===== src/rtl/tree_deserializer.sv =====
// Serial-to-parallel receiver: hunts for a training word to find the word
// boundary, then emits N-bit words with the serializer's slot ordering undone.
module tree_deserializer #(
    parameter int                    INPUTS_NUM    = 8,
    parameter int                    STAGES_NUM    = $clog2(INPUTS_NUM),
    parameter bit                    BIT_REVERSE   = 1'b1,
    parameter logic [INPUTS_NUM-1:0] TRAIN_PATTERN = INPUTS_NUM'('h17)
) (
    input  logic                  CLK,
    input  logic                  RESET,
    input  logic                  SERIAL_IN,
    input  logic                  RELOCK,
    input  logic                  BITSLIP,
    output logic [INPUTS_NUM-1:0] PAR_OUT,
    output logic                  PAR_VALID,
    output logic                  LOCKED
);

    localparam int                    N    = INPUTS_NUM;
    localparam logic [STAGES_NUM-1:0] LAST = STAGES_NUM'(N - 1);

    typedef enum logic {
        S_HUNT   = 1'b0,
        S_LOCKED = 1'b1
    } state_t;

    state_t                state, state_next;
    logic [N-1:0]          sr, nxt, mapped;
    logic [STAGES_NUM-1:0] fill, fill_next;
    logic [STAGES_NUM-1:0] cnt, cnt_next;
    logic                  match, emit;

    // Slot k of the received window lands on output bit bitrev(k) (or k).
    function automatic logic [N-1:0] map_word(input logic [N-1:0] x);
        logic [N-1:0]          y;
        logic [STAGES_NUM-1:0] k_idx, r_idx;
        y     = '0;
        r_idx = '0;
        for (int k = 0; k < N; k++) begin
            k_idx = STAGES_NUM'(k);
            for (int b = 0; b < STAGES_NUM; b++) begin
                r_idx[b] = k_idx[STAGES_NUM-1-b];
            end
            if (BIT_REVERSE) y[r_idx] = x[k];
            else             y[k_idx] = x[k];
        end
        return y;
    endfunction

    assign nxt    = {SERIAL_IN, sr[N-1:1]};
    assign mapped = map_word(nxt);
    // Only a full window of post-hunt bits may lock, never reset zeros.
    assign match  = (fill == LAST) && (mapped == TRAIN_PATTERN);
    assign LOCKED = (state == S_LOCKED);

    always_ff @(posedge CLK or negedge RESET) begin
        if (!RESET) state <= S_HUNT;
        else        state <= state_next;
    end

    always_comb begin
        // NOTE: every signal driven here gets a default first, so no path can leave it unassigned and infer a latch.
        state_next = state;
        if (RELOCK) begin
            state_next = S_HUNT;
        end else if (state == S_HUNT && match) begin
            state_next = S_LOCKED;
        end
    end

    always_comb begin
        emit      = 1'b0;
        fill_next = fill;
        cnt_next  = cnt;
        if (RELOCK) begin
            fill_next = '0;
            cnt_next  = '0;
        end else begin
            case (state)
                S_HUNT: begin
                    if (match) begin
                        emit     = 1'b1;
                        cnt_next = '0;
                    end else if (fill != LAST) begin
                        fill_next = fill + 1'b1;
                    end
                end
                S_LOCKED: begin
                    // A slip freezes the counter for one bit, pushing every later boundary back.
                    if (BITSLIP) begin
                        cnt_next = cnt;
                    end else if (cnt == LAST) begin
                        emit     = 1'b1;
                        cnt_next = '0;
                    end else begin
                        cnt_next = cnt + 1'b1;
                    end
                end
                default: begin
                    cnt_next = '0;
                end
            endcase
        end
    end

    always_ff @(posedge CLK or negedge RESET) begin
        if (!RESET) begin
            sr        <= '0;
            fill      <= '0;
            cnt       <= '0;
            PAR_OUT   <= '0;
            PAR_VALID <= 1'b0;
        end else begin
            // NOTE: clocked state uses non-blocking assignments so every flop samples pre-edge values.
            sr        <= nxt;
            fill      <= fill_next;
            cnt       <= cnt_next;
            PAR_VALID <= emit;
            if (emit) PAR_OUT <= mapped;
        end
    end

endmodule


===== config.mk =====
export PLATFORM = sky130hd
export DESIGN_NAME = tree_deserializer
export DESIGN_NICKNAME = d
export VERILOG_FILES = /design/src/rtl/tree_deserializer.sv
export SDC_FILE = /design/constraint.sdc
export NUM_CORES = 1
export LEC_CHECK = 0
export CORE_MARGIN = 1.5
export CORE_UTILIZATION = 45
export CTS_CLUSTER_DIAMETER = 50
export CTS_CLUSTER_SIZE = 30
export DETAILED_ROUTE_END_ITERATION = 16
export GPL_ROUTABILITY_DRIVEN = 0
export PLACE_DENSITY = 0.72
export REMOVE_ABC_BUFFERS = 1
export SLEW_MARGIN = 20
export SYNTH_ARGS = -nofsm -noshare
export SYNTH_HDL_FRONTEND = slang
export SYNTH_SLANG_ARGS = --single-unit

===== constraint.sdc =====
create_clock -name CLK -period 2.15 [get_ports CLK]
set_input_delay 0.5375 -clock CLK [delete_from_list [all_inputs] [get_ports CLK]]
set_output_delay 0.5375 -clock CLK [all_outputs]
set_load 0.005 [all_outputs]

; ---- Word-level counts from Yosys, hierarchy flattened
; Index checks and enable logic that the tools add are counted.
[totals]
regBits = 24
input_bits = 5
out_inout_bits = 10
elab_cells = 39
[classes]
addsub = 2
eq_ne = 8
mux = 16
bitwise_logic = 1
reduce_logical = 6
[ops]
columns = op, n
row1 = $mux W3, 8
row2 = $ne A3 B3 Y1 const B, 3
row3 = $eq A8 B5 Y1 const B, 1
row4 = $add A3 B1 Y3 const B, 2
row5 = $eq A3 B3 Y1 const B, 2
row6 = $mux W1, 6
row7 = $pmux W3 S2, 1
row8 = $ne A2 B2 Y1 const B, 2
row9 = $reduce_bool A2 Y1, 2
row10 = $reduce_and A3 Y1, 1
row11 = $logic_and A1 B1 Y1, 2
row12 = $pmux W1 S2, 1
row13 = $reduce_and A2 Y1, 1
row14 = $not A1 Y1, 1

; ---- Depth between registers and ports, before layout
; Gate-level depths: netlist (run 1).
[logic_depth]
depth_word = 5
mapped_depth = 6
depth_no_buf = 5

; ---- Least setup slack after synthesis (run 1)
; Ideal clock, no wire load.
[synth_path]
path_kind = register -> register
from = register fill[0]
to = register PAR_VALID
setup_time_ns = 0.127
t_arrival_ns = 1.443
t_required_ns = 2.023
path_slack_ns = 0.579
stages_incl_launch_ff = 7
path_buffers = 2
synth_period_minus_slack_ns = 1.571
path_cell_list = dfrtp_1 ha_1 ha_1 clkbuf_1 and4_1 buf_4 or2_2
[synth_via]
elab_chain_cells = 5
[synth_lines]
columns = element, line_no
row1 = from (decl), 29  ; logic [STAGES_NUM-1:0] fill, fill_next;
row2 = from (signal assigned), 116  ; fill <= fill_next;
row3 = $eq A3 B3 Y1, 53  ; assign match = (fill == LAST) && (mapped == TRAIN_PATTERN);
row4 = $logic_and A1 B1 Y1, 53
row5 = $mux W1, 81  ; if (match) begin
row6 = $pmux W1 S2, 79  ; case (state)
row7 = $mux W1, 75  ; if (RELOCK) begin
row8 = via emit, 31  ; logic match, emit;
row9 = to (signal assigned), 118  ; PAR_VALID <= emit;
row10 = to (decl), 15  ; output logic PAR_VALID,
; The timed path passes the listed nets, and every way through them passes these cells.
; A chain may end at the register's enable or synchronous reset.

; ---- Worst setup path after layout (run 1)
[layout_path]
from = register state, in the netlist LOCKED
to = output port LOCKED
[layout_lines]
columns = element, line_no
row1 = from (decl), 27  ; state_t state, state_next;
row2 = from (signal assigned), 58  ; else state <= state_next;
row3 = to (decl), 16  ; output logic LOCKED
; No word-level cell between the ends.

==> results of run 1 <==
## worst register-to-register path: stages (launching register included)
cell and delay [ns]:
dfrtp_1 0.42, ha_1 0.20, ha_1 0.21, or4_4 0.54, a221oi_2 0.23
## synthesized netlist by cell type, types with 2 or more instances
master	number
a21oi_1	3
a32o_1	2
buf_4	2
dfrtp_1	23
ha_1	4
mux2_2	2
nand2_1	18
nand4_1	3
nor2_1	4
nor3b_1	3
o211ai_1	3
o21ai_0	7
## sequential cells by signal, indices dropped and copies added, names as in the netlist
signal / cells
LOCKED: 1
PAR_OUT: 8
fill: 3
cnt: 3
sr: 7
PAR_VALID: 1
## kinds of logic (layout without fill, tap and decap cells)
| kind of cell | count (synthesis) | count (layout) | share of synthesized area [%] |
|---|---|---|---|
| buffers and inverters | 7 | 22 | 4.347 |
| xor gates and xnor gates | 1 | 1 | 0.8456 |
| DFF | 23 | 23 | 55.56 |
| adders and majority gates | 4 | 4 | 4.831 |
| and+or+nand+nor | 38 | 38 | 21.86 |
| muxes | 2 | 2 | 2.174 |
| AOI/OAI and AO/OA | 16 | 16 | 10.39 |
## power groups by stage
stage | sequential, mW | combinational [mW] | clock (mW)
after detailed placement | 0.463 | 0.0451 | 0
after floorplan | 0.460 | 0.0173 | 0
final | 0.454 | 0.0440 | 0.199
after CTS | 0.455 | 0.0452 | 0.204
after global placement | 0.462 | 0.0430 | 0
after global routing | 0.456 | 0.0502 | 0.224
## placed cells by master (no fill, tap or decap), types with 2 or more instances in the layout
cell,instances
nor3b_1,3
o211ai_1,3
dfrtp_1,23
ha_1,4
a21oi_1,3
nor2_1,4
nand4_1,3
clkdlybuf4s50_1,14
nand2_1,18
clkbuf_4,3
mux2_2,2
o21ai_0,7
a32o_1,2
buf_4,3
## per-stage QoR
step	std cells	hold WS (ns)	power [mW]	cell area, um^2
final	134	0.4470	0.6973	1221
after global routing	134	0.4701	0.7301	1221
after detailed placement	130	0.4155	0.5080	1195
after global placement	130	0.4060	0.5054	1195
after floorplan	85	0.2419	0.4769	997.2
after CTS	134	0.4495	0.7037	1221
## routing by layer
layer  vias up  GRT usage (%)  routed length (um)
met4         0          6.757                  13
li1        356              -                   -
met3         2          2.924                  70
met1       366          21.71                 822
met5         -              0                   0
met2        17          27.71                 940
## path summary, 6_finish.rpt
| path | start | endpoint | slack [ns] | cells past startpoint |
|---|---|---|---|---|
| worst max-delay path | LOCKED | LOCKED | 0.14 | 1 |
| worst min-delay path | sr[2] | sr[1] | 0.45 | 0 |
| worst max register to register | cnt[0] | cnt[0] | 0.46 | 4 |
| worst min register to register | sr[2] | sr[1] | 0.45 | 0 |
| max in group asynchronous | RESET | sr[4] | 1.36 | 2 |
| min in group asynchronous | RESET | LOCKED | 0.57 | 2 |
## cell type report
type / instances / area, um^2
fill: 199 / 969.7
sequential: 23 / 575.6
multi-input combinational: 61 / 415.4
timing repair buffer: 17 / 162.7
tap: 28 / 35.03
clock buffer: 4 / 26.28
inverter: 1 / 6.256
==> metrics.yaml, run 1 <==
outcome: "complete, no violations"
pwr-share-clk_pct: 28.5
die_h_um: 50.98
synth_area_um2: 1036
syn_to_final_growth_pct: 17.87
antenna_found_initial: 0
p_seq_share_pct: 65.2
finalMaxSlewViolations: 0
fin_setup_tns_ns: 0
antennaDiodeCount: 0
ys_warn_count: 0
grt_pass1_vias: 688
drv_cap: 0
p_int_mw: 0.5378
drc: 0
clock_latency_ns: 0.30
drt_wl_total_um: 1847
wl_per_cell_um: 13.78
cp_slowest_cell: "dfrtp_1"
slowest_delay_ns: 0.59
io_buffers: 14
cp.required_ns: 1.61
drive_gt1_share_pct: 13.21
cts_max_level: 1
numCtsBuffers: 3
relSlewSlack_pct: 74.85
synth_top_area_share_pct: 55.56
power.switching_mw: 0.1595
worst_slack_ns: 0.1408
hold_viol: 0
fin_util_pct: 55.74
grt-ovfl-total: 0
post-route-period-util_pct: 93.45
min_period_ns: 2.009
place_ws_ns: 0.04374
synthFlopType: "dfrtp_1"
arrival_ns: 1.47
ys_types: 29
grtUsageTotal_pct: 16.73
viasPerCell: 5.530
cp_num_buf_inv: 1
cts_root_buf: "clkbuf_4"
clk_path_buf_depth: 2
initial_utilization_pct: 47.29
antenna_left: 0
cts_setup_buffers: 0
critical-path-top-delay-family: "flip-flops"
rsz0062_at_grt: "no"
critPathLaunchType: "flip-flop"
ir_drop_v: 0.0005107
via_count: 741
comb_power_share_pct: 6.3
critPathKind: "flip-flop to output port"
layout.nets: 116
synthArstFlopShare_pct: 100.0
die_w_um: 50.98
place.detailed.hpwl_um: 1341
dieArea_um2: 2599
grt_max_degree: 24
cts.sinks: 23
critical_path.cell_chain: "clkdlybuf4s50_1"
hp-class: "flip-flop to flip-flop"
ys_top_cells_by_area: "dfrtp_1, nand2_1, ha_1"
synth_area_per_cell_um2: 11.38
p_per_area_nw_per_um2: 571.0
coreArea_um2: 2191
drt_iter0_drc: 13
leakage_nw: 0.5304
cts_resized: 0
tritoncts: "built"
yosysTopAreaCell: "dfrtp_1"
sw_frac_of_total_pct: 22.87
worst_pin_slew_ns: 0.3772
clk_pin_slew_worst_paths_ns: 0.12
final.setup_skew_ns: 0.001971
end_kind: "output port"
ys_ff_latch: 23
cp_max_fo: 11
drt_pass1_iterations: 4
synth_edf_count: 0
ios: 15
max_freq_mhz: 497.7
grt_pass1_wl_um: 3229
finalSetupViolCount: 0
synthCells: 91
hold_buffers: 0
ys_seq_area_share_pct: 55.56
row_count: 17
(Power assumes the default switching activity.)
==> inputs of run 2 (changes only) <==
SKIP_LAST_GASP = 1   (was unset)
==> results of run 2 <==
No change in the layout: final DEF, timing and power equal those of run 1.
